File: config.mk
export PLATFORM = sky130hd
export DESIGN_NAME = turn_sequencer_flat
export DESIGN_NICKNAME = d
export VERILOG_FILES = /design/src/rtl/game_pkg.sv /design/src/rtl/turn_sequencer_if.sv /design/src/rtl/btn_edge.sv /design/src/rtl/turn_sequencer.sv /design/src/flat_wrapper.sv
export SDC_FILE = /design/constraint.sdc
export NUM_CORES = 1
export LEC_CHECK = 0
export ABC_CLOCK_PERIOD_IN_PS = 2300
export CELL_PAD_IN_SITES_DETAIL_PLACEMENT = 0
export CELL_PAD_IN_SITES_GLOBAL_PLACEMENT = 1
export CORE_MARGIN = 3
export CORE_UTILIZATION = 45
export CTS_CLUSTER_DIAMETER = 30
export DETAILED_ROUTE_END_ITERATION = 8
export DONT_BUFFER_PORTS = 1
export GPL_ROUTABILITY_DRIVEN = 1
export PLACE_DENSITY_LB_ADDON = 0.05
export SLEW_MARGIN = 5
export SYNTH_ARGS = -nofsm -noshare
export SYNTH_HDL_FRONTEND = slang
export SYNTH_SLANG_ARGS = --single-unit
File: constraint.sdc
create_clock -name clk -period 2.3 [get_ports clk]
set_clock_uncertainty 0.05 [all_clocks]
set_input_delay 0.46 -clock clk [delete_from_list [all_inputs] [get_ports clk]]
set_output_delay 0.46 -clock clk [all_outputs]
set_load 0.01 [all_outputs]
File: src/rtl/game_pkg.sv
// Shared encodings for the hide-and-guess game: FSM state bus, winner codes
// and the press-qualification helper used by the button edge detectors.
package game_pkg;

    // ROUND_START (001) differs from P1_HANDED (011) and P2_HANDED (100) so those
    // states are always entered with a real edge on the state bus.
    typedef enum logic [2:0] {
        IDLE        = 3'b000,
        ROUND_START = 3'b001,
        P1_TURN     = 3'b010,
        P1_HANDED   = 3'b011,
        P2_TURN     = 3'b110,
        P2_HANDED   = 3'b100,
        RESOLVE     = 3'b101,
        GAME_OVER   = 3'b111
    } state_t;

    localparam logic [1:0] WINNER_NONE = 2'b00;
    localparam logic [1:0] WINNER_P1   = 2'b01;
    localparam logic [1:0] WINNER_P2   = 2'b10;

    // Records which player, if any, let the turn timer run out this round.
    typedef enum logic [1:0] {
        FORFEIT_NONE = 2'b00,
        FORFEIT_P1   = 2'b01,
        FORFEIT_P2   = 2'b10
    } forfeit_t;

    function automatic logic single_hot2(input logic [1:0] v);
        return v[0] ^ v[1];
    endfunction

endpackage

File: src/rtl/turn_sequencer_if.sv
// Player-facing bus of the turn sequencer: start/buttons in, game status out.
interface turn_sequencer_if #(
    parameter int SCORE_W = 3
);
    import game_pkg::*;

    // Protocol: there is no valid/ready pair. start is edge-triggered (0->1) and
    // only honoured in IDLE or GAME_OVER; a player press is a 0->1 edge on
    // exactly one bit of that player's button pair, honoured only in that
    // player's turn state and otherwise dropped without being remembered.
    logic               start;
    logic [1:0]         p1_btn;
    logic [1:0]         p2_btn;
    state_t             state;
    logic               p1_hide;
    logic               p2_guess;
    logic [SCORE_W-1:0] p1_score;
    logic [SCORE_W-1:0] p2_score;
    logic [1:0]         winner;

    modport master (
        output start, p1_btn, p2_btn,
        input  state, p1_hide, p2_guess, p1_score, p2_score, winner
    );

    modport slave (
        input  start, p1_btn, p2_btn,
        output state, p1_hide, p2_guess, p1_score, p2_score, winner
    );

endinterface

File: src/rtl/btn_edge.sv
// Rising-edge detector for one player's two hand buttons; a press is valid
// only when exactly one bit rises in a cycle.
module btn_edge
    import game_pkg::*;
(
    input  logic       clk,
    input  logic       reset_n,
    input  logic [1:0] btn,
    output logic       press_vld,
    output logic       press_idx
);

    logic [1:0] hist_q;
    logic [1:0] hist_d;
    logic [1:0] rise;

    // A rise on one bit while the other is already held high still counts.
    always_comb begin
        hist_d    = btn;
        rise      = btn & ~hist_q;
        press_vld = single_hot2(rise);
        press_idx = rise[1];
    end

    always_ff @(posedge clk) begin
        if (!reset_n) begin
            hist_q <= 2'b00;
        end else begin
            hist_q <= hist_d;
        end
    end

endmodule

File: src/rtl/turn_sequencer.sv
// Game-flow FSM for the two-player hide-and-guess round: captures presses,
// enforces the per-turn timeout and keeps score until WIN_SCORE is reached.
module turn_sequencer
    import game_pkg::*;
#(
    parameter int TIMEOUT_CYC = 1000,
    parameter int WIN_SCORE   = 3,
    parameter int SCORE_W     = 3
) (
    input  logic             clk,
    input  logic             reset_n,
    turn_sequencer_if.slave  bus
);

    localparam int TO_W = (TIMEOUT_CYC > 1) ? $clog2(TIMEOUT_CYC) : 1;
    localparam logic [TO_W-1:0]    TO_LAST = TO_W'(TIMEOUT_CYC - 1);
    localparam logic [SCORE_W-1:0] WIN_VAL = SCORE_W'(WIN_SCORE);

    state_t             state_q, state_d;
    logic               start_prev_q, start_prev_d;
    logic [TO_W-1:0]    to_cnt_q, to_cnt_d;
    forfeit_t           forfeit_q, forfeit_d;
    logic               p1_hide_q, p1_hide_d;
    logic               p2_guess_q, p2_guess_d;
    logic [SCORE_W-1:0] p1_score_q, p1_score_d;
    logic [SCORE_W-1:0] p2_score_q, p2_score_d;
    logic [1:0]         winner_q, winner_d;

    logic               p1_vld, p1_idx;
    logic               p2_vld, p2_idx;
    logic               start_rise;
    logic               p2_point;
    logic [SCORE_W-1:0] p1_next;
    logic [SCORE_W-1:0] p2_next;

    btn_edge u_p1_edge (
        .clk       (clk),
        .reset_n   (reset_n),
        .btn       (bus.p1_btn),
        .press_vld (p1_vld),
        .press_idx (p1_idx)
    );

    btn_edge u_p2_edge (
        .clk       (clk),
        .reset_n   (reset_n),
        .btn       (bus.p2_btn),
        .press_vld (p2_vld),
        .press_idx (p2_idx)
    );

    always_comb begin
        state_d      = state_q;
        start_prev_d = bus.start;
        to_cnt_d     = to_cnt_q;
        forfeit_d    = forfeit_q;
        p1_hide_d    = p1_hide_q;
        p2_guess_d   = p2_guess_q;
        p1_score_d   = p1_score_q;
        p2_score_d   = p2_score_q;
        winner_d     = winner_q;
        start_rise   = bus.start & ~start_prev_q;
        p1_next      = p1_score_q + SCORE_W'(1);
        p2_next      = p2_score_q + SCORE_W'(1);
        // A timeout hands the point to the opponent; otherwise a correct guess scores for P2.
        p2_point     = (forfeit_q == FORFEIT_P1) ||
                       ((forfeit_q == FORFEIT_NONE) && (p2_guess_q == p1_hide_q));

        case (state_q)
            IDLE: begin
                if (start_rise) begin
                    state_d    = ROUND_START;
                    p1_score_d = '0;
                    p2_score_d = '0;
                end
            end
            ROUND_START: begin
                state_d   = P1_TURN;
                to_cnt_d  = '0;
                forfeit_d = FORFEIT_NONE;
            end
            P1_TURN: begin
                // A press on the expiry cycle takes priority over the timeout.
                if (p1_vld) begin
                    state_d   = P1_HANDED;
                    p1_hide_d = p1_idx;
                end else if (to_cnt_q == TO_LAST) begin
                    state_d   = RESOLVE;
                    forfeit_d = FORFEIT_P1;
                end else begin
                    to_cnt_d = to_cnt_q + TO_W'(1);
                end
            end
            P1_HANDED: begin
                state_d  = P2_TURN;
                to_cnt_d = '0;
            end
            P2_TURN: begin
                if (p2_vld) begin
                    state_d    = P2_HANDED;
                    p2_guess_d = p2_idx;
                end else if (to_cnt_q == TO_LAST) begin
                    state_d   = RESOLVE;
                    forfeit_d = FORFEIT_P2;
                end else begin
                    to_cnt_d = to_cnt_q + TO_W'(1);
                end
            end
            P2_HANDED: begin
                state_d = RESOLVE;
            end
            RESOLVE: begin
                if (p2_point) begin
                    p2_score_d = p2_next;
                    if (p2_next == WIN_VAL) begin
                        state_d  = GAME_OVER;
                        winner_d = WINNER_P2;
                    end else begin
                        state_d = ROUND_START;
                    end
                end else begin
                    p1_score_d = p1_next;
                    if (p1_next == WIN_VAL) begin
                        state_d  = GAME_OVER;
                        winner_d = WINNER_P1;
                    end else begin
                        state_d = ROUND_START;
                    end
                end
            end
            GAME_OVER: begin
                if (start_rise) begin
                    state_d    = ROUND_START;
                    p1_score_d = '0;
                    p2_score_d = '0;
                    winner_d   = WINNER_NONE;
                end
            end
            default: begin
                state_d = IDLE;
            end
        endcase
    end

    // start history keeps sampling through reset so a start held across reset
    // release is not mistaken for a new edge.
    always_ff @(posedge clk) begin
        start_prev_q <= start_prev_d;
        if (!reset_n) begin
            state_q    <= IDLE;
            to_cnt_q   <= '0;
            forfeit_q  <= FORFEIT_NONE;
            p1_hide_q  <= 1'b0;
            p2_guess_q <= 1'b0;
            p1_score_q <= '0;
            p2_score_q <= '0;
            winner_q   <= WINNER_NONE;
        end else begin
            state_q    <= state_d;
            to_cnt_q   <= to_cnt_d;
            forfeit_q  <= forfeit_d;
            p1_hide_q  <= p1_hide_d;
            p2_guess_q <= p2_guess_d;
            p1_score_q <= p1_score_d;
            p2_score_q <= p2_score_d;
            winner_q   <= winner_d;
        end
    end

    assign bus.state    = state_q;
    assign bus.p1_hide  = p1_hide_q;
    assign bus.p2_guess = p2_guess_q;
    assign bus.p1_score = p1_score_q;
    assign bus.p2_score = p2_score_q;
    assign bus.winner   = winner_q;

endmodule

File: src/flat_wrapper.sv
// flat-port wrapper written by rule: the top's interface ports become plain ports
module turn_sequencer_flat import game_pkg::*;
#(
    parameter int TIMEOUT_CYC = 1000,
    parameter int WIN_SCORE   = 3,
    parameter int SCORE_W     = 3
)
  (clk, reset_n, bus_start, bus_p1_btn, bus_p2_btn, bus_state, bus_p1_hide, bus_p2_guess, bus_p1_score, bus_p2_score, bus_winner);
  turn_sequencer_if #(.SCORE_W(SCORE_W)) bus_i ();
  input  logic clk;
  input  logic reset_n;
  input wire logic [$bits(bus_i.start)-1:0] bus_start;
  input wire logic [$bits(bus_i.p1_btn)-1:0] bus_p1_btn;
  input wire logic [$bits(bus_i.p2_btn)-1:0] bus_p2_btn;
  output wire logic [$bits(bus_i.state)-1:0] bus_state;
  output wire logic [$bits(bus_i.p1_hide)-1:0] bus_p1_hide;
  output wire logic [$bits(bus_i.p2_guess)-1:0] bus_p2_guess;
  output wire logic [$bits(bus_i.p1_score)-1:0] bus_p1_score;
  output wire logic [$bits(bus_i.p2_score)-1:0] bus_p2_score;
  output wire logic [$bits(bus_i.winner)-1:0] bus_winner;
  assign bus_i.start = bus_start;
  assign bus_i.p1_btn = bus_p1_btn;
  assign bus_i.p2_btn = bus_p2_btn;
  assign bus_state = bus_i.state;
  assign bus_p1_hide = bus_i.p1_hide;
  assign bus_p2_guess = bus_i.p2_guess;
  assign bus_p1_score = bus_i.p1_score;
  assign bus_p2_score = bus_i.p2_score;
  assign bus_winner = bus_i.winner;
  turn_sequencer #(.TIMEOUT_CYC(TIMEOUT_CYC), .WIN_SCORE(WIN_SCORE), .SCORE_W(SCORE_W)) u_core (.clk(clk), .reset_n(reset_n), .bus(bus_i));
endmodule
# Word-level counts from Yosys, hierarchy flattened
# Index checks and enable logic that the tools add are counted.
# word_totals
output_inout_bits	13
inputBits	7
reg_bits	30
wordCells	88
# op_classes
n_eq_ne	22
reduce_logical	17
n_addsub	3
bitwise_logic	8
n_mux	27
# op_table
operator	count
10-bit 2-to-1 mux	3
3-bit 2-to-1 mux	10
10-bit one-hot mux with 3 select lines	1
3-bit one-hot mux with 7 select lines	1
2-bit 2-to-1 mux	8
3-bit by 2-bit == test with 1-bit output, second input constant	4
3-bit == test, second input constant	4
3-bit one-hot mux with 2 select lines	2
10-bit by 1-bit adder with 10-bit output, second input constant	1
10-bit == test, second input constant	1
2-bit by 1-bit inequality test with 1-bit output, second input constant	5
3-bit AND reduction	3
3-bit by 1-bit adder with 3-bit output, second input constant	2
2-bit inequality test, second input constant	3
2-bit one-hot mux with 3 select lines	1
3-bit nonzero test	2
5-bit AND reduction	1
2-bit bitwise AND	2
2-bit NOT	2
2-bit one-hot mux with 2 select lines	1
2-bit AND reduction	2
4-bit AND reduction	1
2-bit nonzero test	2
2-bit OR reduction	2
12 further kinds	13

# Logic depth before layout (Yosys ltp)
# Gate-level depths: netlist (run 1).
# logic_depth
ltp_word	5
mapped_depth	7
depth_no_buf	6

# Hierarchy
# From an unflattened synthesis (run 1), not the netlist that was laid out.
# hier_totals
hier_cells	194
hier_area_um2	1702.9
# modules_own_cells
mod	area_per_inst_um2	cells_per_inst	seq_area_each_um2	n_inst
turn_sequencer	1537.7	180	520.5	1
btn_edge	82.6	7	40.0	2

# Worst setup path before layout (run 1)
# Ideal clock, no wire load.
# synth_timing
path_type	input -> register
start	in bus_p1_btn[1]
end	reg u_core.to_cnt_q[5]
t_required_ps	2180
n_path_buf	1
cell_stages	6
setup_ps	70
arrival_ps	1614
slack_ps	566
cell_sequence	nor2b_4 -> xor2_4 -> a32oi_2 -> buf_6 -> or3_1 -> a21oi_1
# synth_via
elab_chain_len	4
# synth_rtl
element	line	source
start, declared	flat_wrapper.sv:13	input wire logic [$bits(bus_i.p1_btn)-1:0] bus_p1_btn;
2-bit bitwise AND	btn_edge.sv:20	rise = btn & ~hist_q;
1-bit XOR	game_pkg.sv:30	return v[0] ^ v[1];
2-bit inequality test (no line)	-	
3-bit AND reduction (no line)	-	
end signal, assigned	turn_sequencer.sv:160	to_cnt_q <= to_cnt_d;
end, declared	turn_sequencer.sv:21	logic [TO_W-1:0] to_cnt_q, to_cnt_d;
# Every way passes these cells.
# A chain may end at the register's enable or synchronous reset.

# Worst setup path after layout (run 1)
# layout_timing
start	reg u_core.p1_hide_q (netlist: u_core.bus.p1_hide)
end	reg u_core.winner_q[1] (netlist: u_core.bus.winner[1])
# layout_via
elab_chain_len	5
word_cells_on_any_way	8
cone_classes	3 x eq/ne; 2 x mux; 3 x reduce/logical
# layout_rtl
element	line	source
start, declared	turn_sequencer.sv:23	logic p1_hide_q, p1_hide_d;
start signal, assigned	turn_sequencer.sv:162	p1_hide_q <= p1_hide_d;
1-bit == test *	turn_sequencer.sv:67	((forfeit_q == FORFEIT_NONE) && (p2_guess_q == p1_hide_q));
1-bit logical AND *	turn_sequencer.sv:67	
1-bit logical OR *	turn_sequencer.sv:66	p2_point = (forfeit_q == FORFEIT_P1) ||
3-bit inequality test (no line), or another cell as far along	-	
4-bit AND reduction (no line) / 2-bit one-hot mux with 2 select lines (equally long branches)	-	
end signal, assigned	turn_sequencer.sv:166	winner_q <= winner_d;
end, declared	turn_sequencer.sv:27	logic [1:0] winner_q, winner_d;
# Every way passes the cells marked *; elsewhere a longest branch is shown, timed or not.

==> results of run 1 <==
[how the worst min path moves through the flow]
stage | end | cells after the start
4_1_cts | u_core.start_prev_q$_DFF_P_ | 0
3_3_place_gp | u_core.to_cnt_q[8]$_SDFFE_PN0P_ | 2
2_1_floorplan | u_core.to_cnt_q[9]$_SDFFE_PN0P_ | 2
6_report | u_core.start_prev_q$_DFF_P_ | 0
5_1_grt | u_core.start_prev_q$_DFF_P_ | 0
3_5_place_dp | u_core.to_cnt_q[9]$_SDFFE_PN0P_ | 2
[cell usage in the layout (no fill, tap or decap), types with 2 or more instances in the layout]
cell type  synthesis  layout
nand2_1           12      12
nand4_1            3       3
nand3_1            5       5
nor2_1            10      10
o21ai_0           15      15
xnor2_1            3       3
o41ai_1            2       2
and2_1             6       6
inv_1              6       6
nor2b_1            8       8
mux2i_1            4       4
o31ai_1            4       4
nor4_1             2       2
or4_1              4       4
a21boi_0           3       3
clkbuf_8           0       5
clkbuf_1           5       2
a22oi_1            2       2
and3_1             2       2
ha_1               5       5
or3_1              4       4
dfxtp_1           30      30
nor3_1             2       2
or2_2              2       2
nor3b_1            3       3
nand2b_2           2       2
buf_4              0       4
a21oi_1           13      13
[cell families (layout without fill, tap and decap cells)]
family	count (synthesis)	count (layout)	share of synthesized area, %
flops	30	30	36.36
compound gates	55	55	23.49
fa+ha+maj	5	5	3.788
buf+inv	13	17	3.485
simple gates	73	73	25.68
xor+xnor	6	6	4.774
mux	4	4	2.424
[final cells by class]
class | instances | area share [%]
multi-input combinational | 143 | 55.80
timing repair buffer | 4 | 1.687
tap | 46 | 3.233
inverter | 6 | 1.265
sequential | 30 | 33.73
clock buffer | 7 | 4.287
[per-stage QoR]
step	std cells	hold slack, ns	power [mW]	util (%)
final	236	0.1622	1.043	51.73
after global routing	236	0.1423	1.096	51.73
after CTS	236	0.1520	1.063	51.73
after detailed placement	229	0.4215	0.6709	49.51
after global placement	229	0.4135	0.6689	49.51
after floorplan	186	0.3963	0.6483	-
[metal layers]
layer | wire (µm) | part of all wire, % | vias up | track usage (%)
met4 | 46 | 1.3 | 0 | 7.107
met1 | 1683 | 47 | 641 | 23.07
li1 | - | - | 690 | -
met2 | 1649 | 46 | 28 | 28.47
met3 | 197 | 5.5 | 5 | 6.914
met5 | 0 | 0 | - | 0
[worst max-delay path, stage by stage (launching register included)]
cell and delay (ns):
dfxtp_1 0.37, xnor2_1 0.46, o21ai_0 0.17, a211oi_1 0.48
o21ai_0 0.18, a21boi_0 0.19
[state kept, by name, indices dropped and copies added, names as in the netlist]
signal and cells:
u_core.u_p1_edge.hist_q 2, u_core.u_p2_edge.hist_q 2, u_core.to_cnt_q 10, u_core.bus.state 3
u_core.bus.p2_score 3, u_core.bus.p2_guess 1, u_core.forfeit_q 2, u_core.bus.winner 2
u_core.start_prev_q 1, u_core.bus.p1_score 3, u_core.bus.p1_hide 1
[where the power goes]
group | leakage [nW] | switching, mW | internal (mW) | total (mW)
registers | 0.244 | 0.0108 | 0.531 | 0.542
clock network | 0.0383 | 0.177 | 0.208 | 0.384
logic | 0.317 | 0.0732 | 0.0442 | 0.117
==> out/qor.txt, run 1 <==
Worst-Margin Slew: 0.6324 ns
I/O pin cnt: 20
Final ANT Viol Nets: 0
VDD IR max: 396.8 µV
Design area: 0.001780 mm²
PostCTS Resize Cnt: 0
Async SR Flop Fraction: 0%
WS Path Type: reg2reg
CTS tree: done
Pre-CTS WS: 0.3141 ns
Longest Clk Path Bufs: 2
Setup_tns: 0 ns
Pin count of the biggest net entering global routing: 24
H-tree Lvls: 2
Area of the multi-input gates: 993.5 µm²
HP Start: bus_start
Wirelength per Cell: 15.15 µm
Startpoint Class: flip-flop
Root buffer cell: clkbuf_8
Leakage Power: 0.5988 nW
Syn-to-layout area delta: 7.803%
Main synth FF type: dfxtp_1
Port Buffers: 0
Setup crit end kind: flip-flop
Routed vias/inst: 5.780
Clock latency on the worst-skew pair: 0.27 ns
RSZ-0062 raised after global routing: no
Initial antenna violation count: 0
Power density cells: 586.1 mW/mm²
Fin. Hold Viols: 0
Top cells by count, synth: dfxtp_1, o21ai_0, a21oi_1
Pre-Repair DR Iteration Count: 4
Number of synthesized flops with an enable pin: 0
Fillers: 328
Worst EP required: 2.45 ns
Drt total wl: 3.576 mm
Worst reg2reg startpoint: u_core.bus.p1_hide$_SDFFE_PN0P_
Cells after Synth: 186
Die Span X: 66.58 µm
Synth top area cells: dfxtp_1, o21ai_0, a21oi_1
Clock sink count: 30
Count of different cell masters after synthesis: 55
Final WS setup: 0.3095 ns
Nets@finish: 202
Core area: 0.003442 mm²
Worst r2r dst: u_core.bus.winner[1]$_SDFFE_PN0P_
R2R Setup Slk: 0.31 ns
Initial core utilization: 47.98%
CP endpoint: u_core.bus.winner[1]$_SDFFE_PN0P_
Period utilization: 86.54%
Total clock buffers created by CTS: 5
N_diodes: 0
Grt total ovfl: 0
Period minus WS final: 1.990 ns
Register area share after synthesis: 36.36%
Post-synth top area share: 36.36%
Worst Setup SP: u_core.bus.p1_hide$_SDFFE_PN0P_
Syn Area/Cell: 8.879 µm²
Min-delay worst type: in2reg
Post-DP Area: 0.001704 mm²
DRT iter0 DRCs: 70
Outcome: finished, final reports clean
Die area: 0.004433 mm²
# Max-Cap Violations: 0
Layout cell share with drive strength beyond 1: 10.00%
Most used standard cell by instance count after synthesis: dfxtp_1
Slew headroom: 57.84%
CP arrival: 2.14 ns
Number of global-route vias before repair: 1328
Synthesis-stage register bit count: 30
Final GP Congestion: 0.8306
Reg area: 600.6 µm²
CTS clk-pin slew, worst paths: 0.06 ns
Vias post-DR: 1364
Ys Warns: 0
Post-CTS Setup Bufs: 0
Max Freq: 502.4 MHz
Setup violators final: 0
Mapped Nets: 198
Site Rows: 21
Synth area leader: dfxtp_1
Final Max Tran Viols: 0
Die Ht: 66.58 µm
Hold-fix buffers at CTS: 0
DRC violations left: 0
GRT Util Overall: 18.43%
HPWL after detailed placement: 2.587 mm
First-pass GRT wire length: 6.147 mm
Worst Path Max Fanout: 4
Worst-case reg-to-reg path depth: 5
Post-Syn Area: 0.001652 mm²
Power figures use the tool's default switching activity.
==> run 2, diff against run 1 <==
CAP_MARGIN = 5   (was not set)
==> results of run 2 <==
Same layout as run 1: the final DEF is identical, and so are final timing and power.
==> run 3, diff against run 2 <==
CELL_PAD_IN_SITES_DETAIL_PLACEMENT = not set   (was 0)
CELL_PAD_IN_SITES_GLOBAL_PLACEMENT = not set   (was 1)
CTS_CLUSTER_SIZE = 10   (was not set)
==> run 3 against run 2 <==
Effect of this change:
- sequential power about the same
- final area unchanged
- core utilization unchanged
- clock-buffer cell count unchanged
- combinational power about the same
- fmax up 3.7%
- wire length down 3.6%
- clock power up 2%
- flip-flop and latch count unchanged
- non-clock buffer count unchanged
- largest cell class unchanged
==> out/qor.txt, run 3 (same netlist as run 1, synthesis figures left out) <==
Total clock buffers created by CTS: 5 (unchanged)
Fin. Hold Viols: 0 (unchanged)
Root buffer cell: clkbuf_8 (unchanged)
Longest Clk Path Bufs: 2 (unchanged)
Outcome: finished, final reports clean (unchanged)
Startpoint Class: flip-flop (unchanged)
Worst-Margin Slew: 0.6254 ns (was 0.6324 ns)
Period minus WS final: 1.919 ns (was 1.990 ns)
Setup violators final: 0 (unchanged)
Post-DP Area: 0.001704 mm² (unchanged)
Design area: 0.001780 mm² (unchanged)
Clock sink count: 30 (unchanged)
Leakage Power: 0.5988 nW (unchanged)
Site Rows: 21 (unchanged)
CTS clk-pin slew, worst paths: 0.06 ns (about the same)
Utilization after layout: 51.73% (unchanged)
DRT iter0 DRCs: 52 (was 70)
Period utilization: 83.45% (was 86.54%)
Number of global-route vias before repair: 1303 (was 1328)
Max reg flops: 10 (unchanged)
Layout cell share with drive strength beyond 1: 10.00% (unchanged)
Commonest non-fill, non-tap cell in the layout: dfxtp_1 (unchanged)
Worst Path Max Fanout: 4 (unchanged)
I/O pin cnt: 20 (unchanged)
Die area: 0.004433 mm² (unchanged)
Worst EP required: 2.45 ns (about the same)
Power density cells: 590.5 mW/mm² (was 586.1 mW/mm²)
Max Freq: 521.0 MHz (was 502.4 MHz)
WS Path Type: reg2reg (unchanged)
CTS tree: done (unchanged)
Port Buffers: 0 (unchanged)
Core area: 0.003442 mm² (unchanged)
Syn-to-layout area delta: 7.803% (unchanged)
Pre-Repair DR Iteration Count: 6 (was 4)
Clock latency on the worst-skew pair: 0.28 ns (was 0.27 ns)
H-tree Lvls: 2 (unchanged)
Slew headroom: 58.31% (was 57.84%)
N_diodes: 0 (unchanged)
Most frequent cells in the layout: dfxtp_1, o21ai_0, a21oi_1 (unchanged)
# Max-Cap Violations: 0 (unchanged)
GRT Util Overall: 17.97% (was 18.43%)
Final ANT Viol Nets: 0 (unchanged)
Die Span X: 66.58 µm (unchanged)
DRC violations left: 0 (unchanged)
First-pass GRT wire length: 6.051 mm (was 6.147 mm)
VDD IR max: 359.2 µV (was 396.8 µV)
Setup_tns: 0 ns (unchanged)
PostCTS Resize Cnt: 0 (unchanged)
HPWL after detailed placement: 2.510 mm (was 2.587 mm)
Initial core utilization: 47.98% (unchanged)
Initial antenna violation count: 0 (unchanged)
Setup crit end kind: flip-flop (unchanged)
RSZ-0062 raised after global routing: no (unchanged)
Wirelength per Cell: 14.61 µm (was 15.15 µm)
Vias post-DR: 1368 (was 1364)
Routed vias/inst: 5.797 (was 5.780)
Biggest register: u_core.to_cnt_q (unchanged)
Nets@finish: 202 (unchanged)
Fillers: 328 (unchanged)
CP arrival: 2.07 ns (was 2.14 ns)
Final Max Tran Viols: 0 (unchanged)
Grt total ovfl: 0 (unchanged)
Post-CTS Setup Bufs: 0 (unchanged)
Die Ht: 66.58 µm (unchanged)
Pin count of the biggest net entering global routing: 24 (unchanged)
Hold-fix buffers at CTS: 0 (unchanged)
Min-delay worst type: in2reg (unchanged)
Drt total wl: 3.449 mm (was 3.576 mm)
Final GP Congestion: 0.7901 (was 0.8306)
-- run 3: cell counts in the layout (fill, tap and decap cells not counted) --
No cell type changed its count.
-- run 3: power breakdown --
| group | switching, mW | internal (mW) | total, mW |
|---|---|---|---|
| clock | 0.185 | 0.208 | 0.393 |
| combinational | 0.0722 | 0.0442 | 0.116 |
| sequential | 0.0116 | 0.531 | 0.542 |
-- run 3: critical path, stage by stage (launching register included) --
cell and delay (ns):
dfxtp_1 0.35, xnor2_1 0.48, o21ai_0 0.14, a211oi_1 0.48
o21ai_0 0.15, a21boi_0 0.19
-- run 3: layout make-up --
class                   instances  area (µm²)  area share [%]
clock buffers                   7       76.32           4.287
inverters                       6       22.52           1.265
multi-input cells             143       993.5           55.80
flip-flops and latches         30       600.6           33.73
well taps                      46       57.56           3.233
repair buffers                  4       30.03           1.687
-- run 3: metrics by stage --
| step | setup slack [ns] | hold slack [ns] | instances | power, mW |
|---|---|---|---|---|
| after floorplan | 0.5655 | 0.3963 | 186 | 0.6483 |
| after global placement | 0.3699 | 0.4143 | 229 | 0.6696 |
| after detailed placement | 0.3276 | 0.4164 | 229 | 0.6707 |
| after CTS | 0.3861 | 0.1503 | 236 | 1.061 |
| after global routing | 0.09065 | 0.1453 | 236 | 1.101 |
| final | 0.3806 | 0.1589 | 236 | 1.051 |
-- run 3: final timing paths --
check | from | to | slack (ns) | cells after the start
setup / recovery | u_core.bus.p2_guess$_SDFFE_PN0P_ | u_core.bus.winner[0]$_SDFFE_PN0P_ | 0.38 | 5
setup reg to reg | u_core.bus.p2_guess$_SDFFE_PN0P_ | u_core.bus.winner[0]$_SDFFE_PN0P_ | 0.38 | 5
hold reg to reg | u_core.to_cnt_q[8]$_SDFFE_PN0P_ | u_core.to_cnt_q[8]$_SDFFE_PN0P_ | 0.43 | 2
hold / removal | bus_start | u_core.start_prev_q$_DFF_P_ | 0.16 | 0
-- run 3: routing by layer --
layer	track usage, %	share of wire, %	vias up
met3	5.902	5.2	6
met5	0	0	-
li1	-	-	690
met2	27.60	44	28
met1	22.86	49	644
met4	7.614	1.7	0
